**src/rtl/edge_event_arbiter.sv**
```systemverilog
// rtl/edge_event_arbiter.sv - per-bit edge detector with one-deep pending events drained round-robin
//
// Purpose:
//   Watches every bit of a synchronised level vector for edges (rising, falling
//   or both, chosen by EDGE_MODE). Each edge becomes a one-deep pending event on
//   its bit; pending events are offered one at a time on a valid/ready port,
//   picked round-robin starting from the bit after the last accepted one.
//
// Ports:
//   clk        in   1      clock, all logic on posedge
//   rst        in   1      synchronous active-high reset
//   sig_in     in   WIDTH  monitored level vector
//   en         in   1      1 = capture new edges, 0 = ignore new edges (still drain)
//   clr_ovf    in   1      clears the sticky overflow flag
//   evt_valid  out  1      event offered
//   evt_ready  in   1      consumer accepts when evt_valid & evt_ready
//   evt_idx    out  IDX_W  bit index of the offered event
//   evt_rise   out  1      1 = rising edge, 0 = falling edge
//   pending    out  WIDTH  per-bit pending flags
//   overflow   out  1      sticky: an edge hit a bit that was already pending

module edge_event_arbiter #(
    parameter  int WIDTH     = 4,
    parameter  int EDGE_MODE = 0,
    localparam int IDX_W     = $clog2(WIDTH)
) (
    input  logic             clk,
    input  logic             rst,
    input  logic [WIDTH-1:0] sig_in,
    input  logic             en,
    input  logic             clr_ovf,
    output logic             evt_valid,
    input  logic             evt_ready,
    output logic [IDX_W-1:0] evt_idx,
    output logic             evt_rise,
    output logic [WIDTH-1:0] pending,
    output logic             overflow
);

    typedef enum logic {
        S_IDLE  = 1'b0,
        S_OFFER = 1'b1
    } state_t;

    state_t           r_state;
    state_t           w_state_nxt;

    logic [WIDTH-1:0] r_sig_prev;
    logic             r_armed;
    logic [WIDTH-1:0] r_pending;
    logic [WIDTH-1:0] r_pend_pol;
    logic [IDX_W-1:0] r_ptr;
    logic             r_evt_valid;
    logic [IDX_W-1:0] r_evt_idx;
    logic             r_evt_rise;
    logic             r_overflow;

    logic [WIDTH-1:0] w_rise;
    logic [WIDTH-1:0] w_fall;
    logic [WIDTH-1:0] w_edge;
    logic             w_accept;
    logic [WIDTH-1:0] w_acc_mask;
    logic [WIDTH-1:0] w_capture;
    logic [WIDTH-1:0] w_drop;
    logic [WIDTH-1:0] w_pending_nxt;
    logic [WIDTH-1:0] w_pend_pol_nxt;
    logic             w_overflow_nxt;

    logic [IDX_W-1:0] w_cand [WIDTH];
    logic [IDX_W-1:0] w_pick_idx;

    logic             w_evt_valid_nxt;
    logic [IDX_W-1:0] w_evt_idx_nxt;
    logic             w_evt_rise_nxt;
    logic [IDX_W-1:0] w_ptr_nxt;

    // Edge detect against the previous sample. Nothing fires until one
    // post-reset sample has been taken, so a vector that is already high
    // when reset releases never looks like an edge.
    assign w_rise = sig_in & ~r_sig_prev & {WIDTH{r_armed}};
    assign w_fall = ~sig_in & r_sig_prev & {WIDTH{r_armed}};

    always_comb begin
        w_edge = '0;
        if (EDGE_MODE == 0) begin
            w_edge = w_rise;
        end else if (EDGE_MODE == 1) begin
            w_edge = w_fall;
        end else begin
            w_edge = w_rise | w_fall;
        end
        w_edge = w_edge & {WIDTH{en}};
    end

    assign w_accept   = (r_state == S_OFFER) && r_evt_valid && evt_ready;
    assign w_acc_mask = w_accept ? (WIDTH'(1) << r_evt_idx) : '0;

    // A bit accepted this cycle counts as free, so a new edge on it is
    // re-captured instead of being reported as an overflow.
    assign w_capture      = w_edge & (~r_pending | w_acc_mask);
    assign w_drop         = w_edge & r_pending & ~w_acc_mask;
    assign w_pending_nxt  = (r_pending & ~w_acc_mask) | w_capture;
    assign w_pend_pol_nxt = (r_pend_pol & ~w_capture) | (w_rise & w_capture);

    // Setting wins over clearing so a drop in the clear cycle is not lost.
    assign w_overflow_nxt = (|w_drop) ? 1'b1 : (clr_ovf ? 1'b0 : r_overflow);

    // Round-robin search: candidate k is bit (ptr + k) mod WIDTH. Scanning
    // from the far end lets the nearest pending candidate win.
    always_comb begin
        for (int k = 0; k < WIDTH; k++) begin
            w_cand[k] = IDX_W'((int'(r_ptr) + k) % WIDTH);
        end
        w_pick_idx = r_ptr;
        for (int k = WIDTH - 1; k >= 0; k--) begin
            if (r_pending[w_cand[k]]) begin
                w_pick_idx = w_cand[k];
            end
        end
    end

    always_comb begin
        w_state_nxt     = r_state;
        w_evt_valid_nxt = r_evt_valid;
        w_evt_idx_nxt   = r_evt_idx;
        w_evt_rise_nxt  = r_evt_rise;
        w_ptr_nxt       = r_ptr;
        case (r_state)
            S_IDLE: begin
                if (|r_pending) begin
                    w_evt_valid_nxt = 1'b1;
                    w_evt_idx_nxt   = w_pick_idx;
                    w_evt_rise_nxt  = r_pend_pol[w_pick_idx];
                    w_state_nxt     = S_OFFER;
                end
            end
            S_OFFER: begin
                if (w_accept) begin
                    w_evt_valid_nxt = 1'b0;
                    w_ptr_nxt       = (r_evt_idx == IDX_W'(WIDTH - 1)) ? '0
                                                                       : r_evt_idx + IDX_W'(1);
                    w_state_nxt     = S_IDLE;
                end
            end
            default: begin
                w_state_nxt     = S_IDLE;
                w_evt_valid_nxt = 1'b0;
            end
        endcase
    end

    always_ff @(posedge clk) begin
        if (rst) begin
            r_state     <= S_IDLE;
            r_sig_prev  <= '0;
            r_armed     <= 1'b0;
            r_pending   <= '0;
            r_pend_pol  <= '0;
            r_ptr       <= '0;
            r_evt_valid <= 1'b0;
            r_evt_idx   <= '0;
            r_evt_rise  <= 1'b0;
            r_overflow  <= 1'b0;
        end else begin
            r_state     <= w_state_nxt;
            r_sig_prev  <= sig_in;
            r_armed     <= 1'b1;
            r_pending   <= w_pending_nxt;
            r_pend_pol  <= w_pend_pol_nxt;
            r_ptr       <= w_ptr_nxt;
            r_evt_valid <= w_evt_valid_nxt;
            r_evt_idx   <= w_evt_idx_nxt;
            r_evt_rise  <= w_evt_rise_nxt;
            r_overflow  <= w_overflow_nxt;
        end
    end

    assign evt_valid = r_evt_valid;
    assign evt_idx   = r_evt_idx;
    assign evt_rise  = r_evt_rise;
    assign pending   = r_pending;
    assign overflow  = r_overflow;

endmodule

```
**config.mk**
```make
export PLATFORM = sky130hd
export DESIGN_NAME = edge_event_arbiter
export DESIGN_NICKNAME = d
export VERILOG_FILES = /design/src/rtl/edge_event_arbiter.sv
export SDC_FILE = /design/constraint.sdc
export NUM_CORES = 1
export LEC_CHECK = 0
export CORE_MARGIN = 3
export CORE_UTILIZATION = 46
export DETAILED_ROUTE_END_ITERATION = 8
export GPL_TIMING_DRIVEN = 1
export HOLD_SLACK_MARGIN = 0.12
export PLACE_DENSITY = 0.72
export SLEW_MARGIN = 15
export SYNTH_ARGS = -nofsm -noshare
export SYNTH_HDL_FRONTEND = slang
export SYNTH_SLANG_ARGS = --single-unit
```
**constraint.sdc**
```tcl
create_clock -name clk -period 2.5 [get_ports clk]
set_clock_uncertainty 0.05 [all_clocks]
set_input_delay 0.625 -clock clk [delete_from_list [all_inputs] [get_ports clk]]
set_output_delay 0.625 -clock clk [all_outputs]
set_load 0.02 [all_outputs]
```
==> run_results.csv <==
group,metric,value,unit
place,place_inst,154,
min_path,hold_class,"flip-flop to flip-flop",
clock_tree,cts_tree,"yes",
die,rows,15,
logic_synthesis,avgSynthCellArea,8.25,sq um
worst_setup_path,end_kind,"output pin",
sta,finalCriticalPeriod,2.16,ns
detailed_routing,ant_nets,0,
worst_setup_path,crit_family,"buffers and inverters",
layout,fin_nets,147,
detailed_routing,routed_wl,2.06,mm
worst_setup_path,critPathKind,"flip-flop to output pin",
worst_setup_path,cp_cell_sequence,"clkdlybuf4s50_1",
worst_setup_path,critical_path_arrival,1.48,ns
sta,setup_slack,0.341,ns
detailed_routing,drt-initial-drc-count,20,
worst_setup_path,path_max_fanout,10,
worst_setup_path,required,1.82,ns
sta,tightest_slew,0.512,ns
logic_synthesis,synth-seq-cells,21,
place,pre_cts_slack,0.420,ns
sta,setup_viol_count_final,0,
layout,area.sequential,420,sq um
global_route,grt_overflow_total,0,
sta,fin_tns_setup,0,ns
clock_tree,clkSlewWorstSetupHoldPaths,0.12,ns
die,fp.dieW,51.6,um
power,leakage,0.439,nW
global_route,groute.usage.overall,0.183,
worst_setup_path,worstSetupStartpointType,"flip-flop",
logic_synthesis,synth_cells,116,
sta,drv_slew,0,
layout,antenna_cells,0,
layout,multi_input_area,492,sq um
worst_setup_path,cp_slowest_cell,"clkdlybuf4s50_1",
die,die_h,51.6,um
die,core_area,0.00184,sq mm
detailed_routing,viasPerCell,5.37,
detailed_routing,dr.pass1.iters,4,
clock_tree,cts-root-buf,"clkbuf_4",
sta,slew_headroom,0.656,
detailed_routing,vias,848,
worst_setup_path,slowest_delay,0.67,ns
worst_setup_path,reg2reg_to,"evt_rise",
layout,stdcell_area,0.00117,sq mm
logic_synthesis,synth_warnings,0,
power,power_density,552,mW/mm^2
global_route,grt_pass1_vias,812,
clock_tree,clock_latency,0.30,ns
layout,area_growth,22.4,%
clock_tree,cts_resized,0,
die,die_area,0.00266,sq mm
outcome,outcome,"finished clean",
detailed_routing,drc,0,
place,gp_congestion,0.787,
place,dpl_cell_area,0.00114,sq mm
logic_synthesis,synth_edf_count,0,
layout,final_cells,158,
place,io_buffers,17,
sta,hold_viol_final,0,
clock_tree,clk_path_buf_depth,2,
logic_synthesis,ys_seq_area_frac,0.439,
sta,fmax,463,MHz
logic_synthesis,async_flop_share,0,
power,ir_drop,419,uV
clock_tree,cts_max_level,1,
logic_synthesis,synth_nets,129,
die,io_pins,18,
detailed_routing,wl_per_cell,13.0,um
global_route,antenna_found_initial,0,
sta,fin_crit_sh,0.864,
clock_tree,cts_buffers,3,
global_route,grt_max_degree,20,
clock_tree,holdBufCountCts,0,
power,total_power,0.000646,W
die,start_util,0.520,
logic_synthesis,ys_types,30,
worst_setup_path,ff2ff_path_depth,5,
place,hpwl,1.54,mm
layout,drive_gt1_frac,0.0526,
worst_setup_path,rr_startpoint,"pending[3]",
worst_setup_path,cp_num_buf_inv,1,
global_route,grt_pass1_wl,3.65,mm
layout,fillerInstances,178,
clock_tree,post-cts-setup-buffers,0,
worst_setup_path,r2r_slack,0.46,ns
logic_synthesis,synth_area,957,sq um
sta,rsz0062_at_grt,"false",
clock_tree,cts_sinks,21,
run,drv_cap,0,
worst_setup_path,cp_num_cells,1,
min_path,holdPathStages,2,
logic_synthesis,synth_flop_cell,"dfxtp_1",
[where the power goes]
part	switching [W]	total (W)	internal, W
clock	0.000103	0.000163	0.0000596
combinational	0.0000567	0.000112	0.0000550
sequential	0.0000185	0.000372	0.000354
[cells in the mapped netlist (all sizes together) (2+ instances only)]
cell,number,area share
nand2,14,0.055
dfxtp,21,0.44
a2111oi,2,0.025
clkbuf,4,0.016
nor2,13,0.051
a21oi,14,0.073
nor3,2,0.010
nor3b,4,0.031
nor2b,8,0.052
and3,2,0.013
nand3,5,0.026
ha,4,0.052
inv,6,0.024
o21ai,3,0.016
[cells by family (layout without fill, tap and decap cells)]
family	count (synthesis)	count (layout)	share of synthesized area
adders and majority gates	4	4	0.0523
buffers and inverters	11	28	0.0471
AOI/OAI and AO/OA	26	26	0.173
DFF	21	21	0.439
and+or+nand+nor	54	54	0.289
[layout by cell type (no fill, tap or decap), drive strengths merged, types with 4 or more instances in the layout]
cell type,count
dfxtp,21
clkdlybuf4s50,17
nand2,14
a21oi,14
nor2,13
nor2b,8
inv,6
nand3,5
nor3b,4
ha,4
[stage by stage]
step / util / hold slack (ns)
after floorplan: - / 0.383
after global placement: 0.622 / 0.407
after detailed placement: 0.622 / 0.412
after CTS: 0.637 / 0.439
after global routing: 0.637 / 0.449
final: 0.637 / 0.443
[how the worst max path moves through the flow]
stage / startpoint / end / slack, ns
detailed placement: en / overflow / 0.42
floorplan: pending[3] / evt_rise / 0.48
global placement: en / overflow / 0.47
finish: pending[3] / pending[3] / 0.34
global route: pending[3] / pending[3] / 0.25
CTS: pending[3] / pending[3] / 0.33
[routing by layer]
metal | wire length, um | global-route usage | vias up | share of wire
met2 | 923 | 0.271 | 20 | 0.45
met5 | 0 | 0 | - | 0
li1 | - | - | 434 | -
met1 | 1020 | 0.249 | 390 | 0.50
met4 | 36 | 0.0961 | 0 | 0.017
met3 | 78 | 0.0344 | 4 | 0.038
[area by class of cell]
type | instances | area share
Multi-Input combinational cell | 84 | 0.420
Sequential cell | 21 | 0.359
Timing Repair Buffer | 18 | 0.152
Tap cell | 25 | 0.0267
Clock buffer | 3 | 0.0192
Inverter | 6 | 0.0192
Clock inverter | 1 | 0.00427
[tightest hold or removal path, delay by kind of cell (launching register included)]
| family | cells | cell delay (ns) |
|---|---|---|
| DFF | 1 | 0.35 |
| and+or+nand+nor | 1 | 0.07 |
| AOI/OAI and AO/OA | 1 | 0.04 |
(Power assumes the default switching activity.)
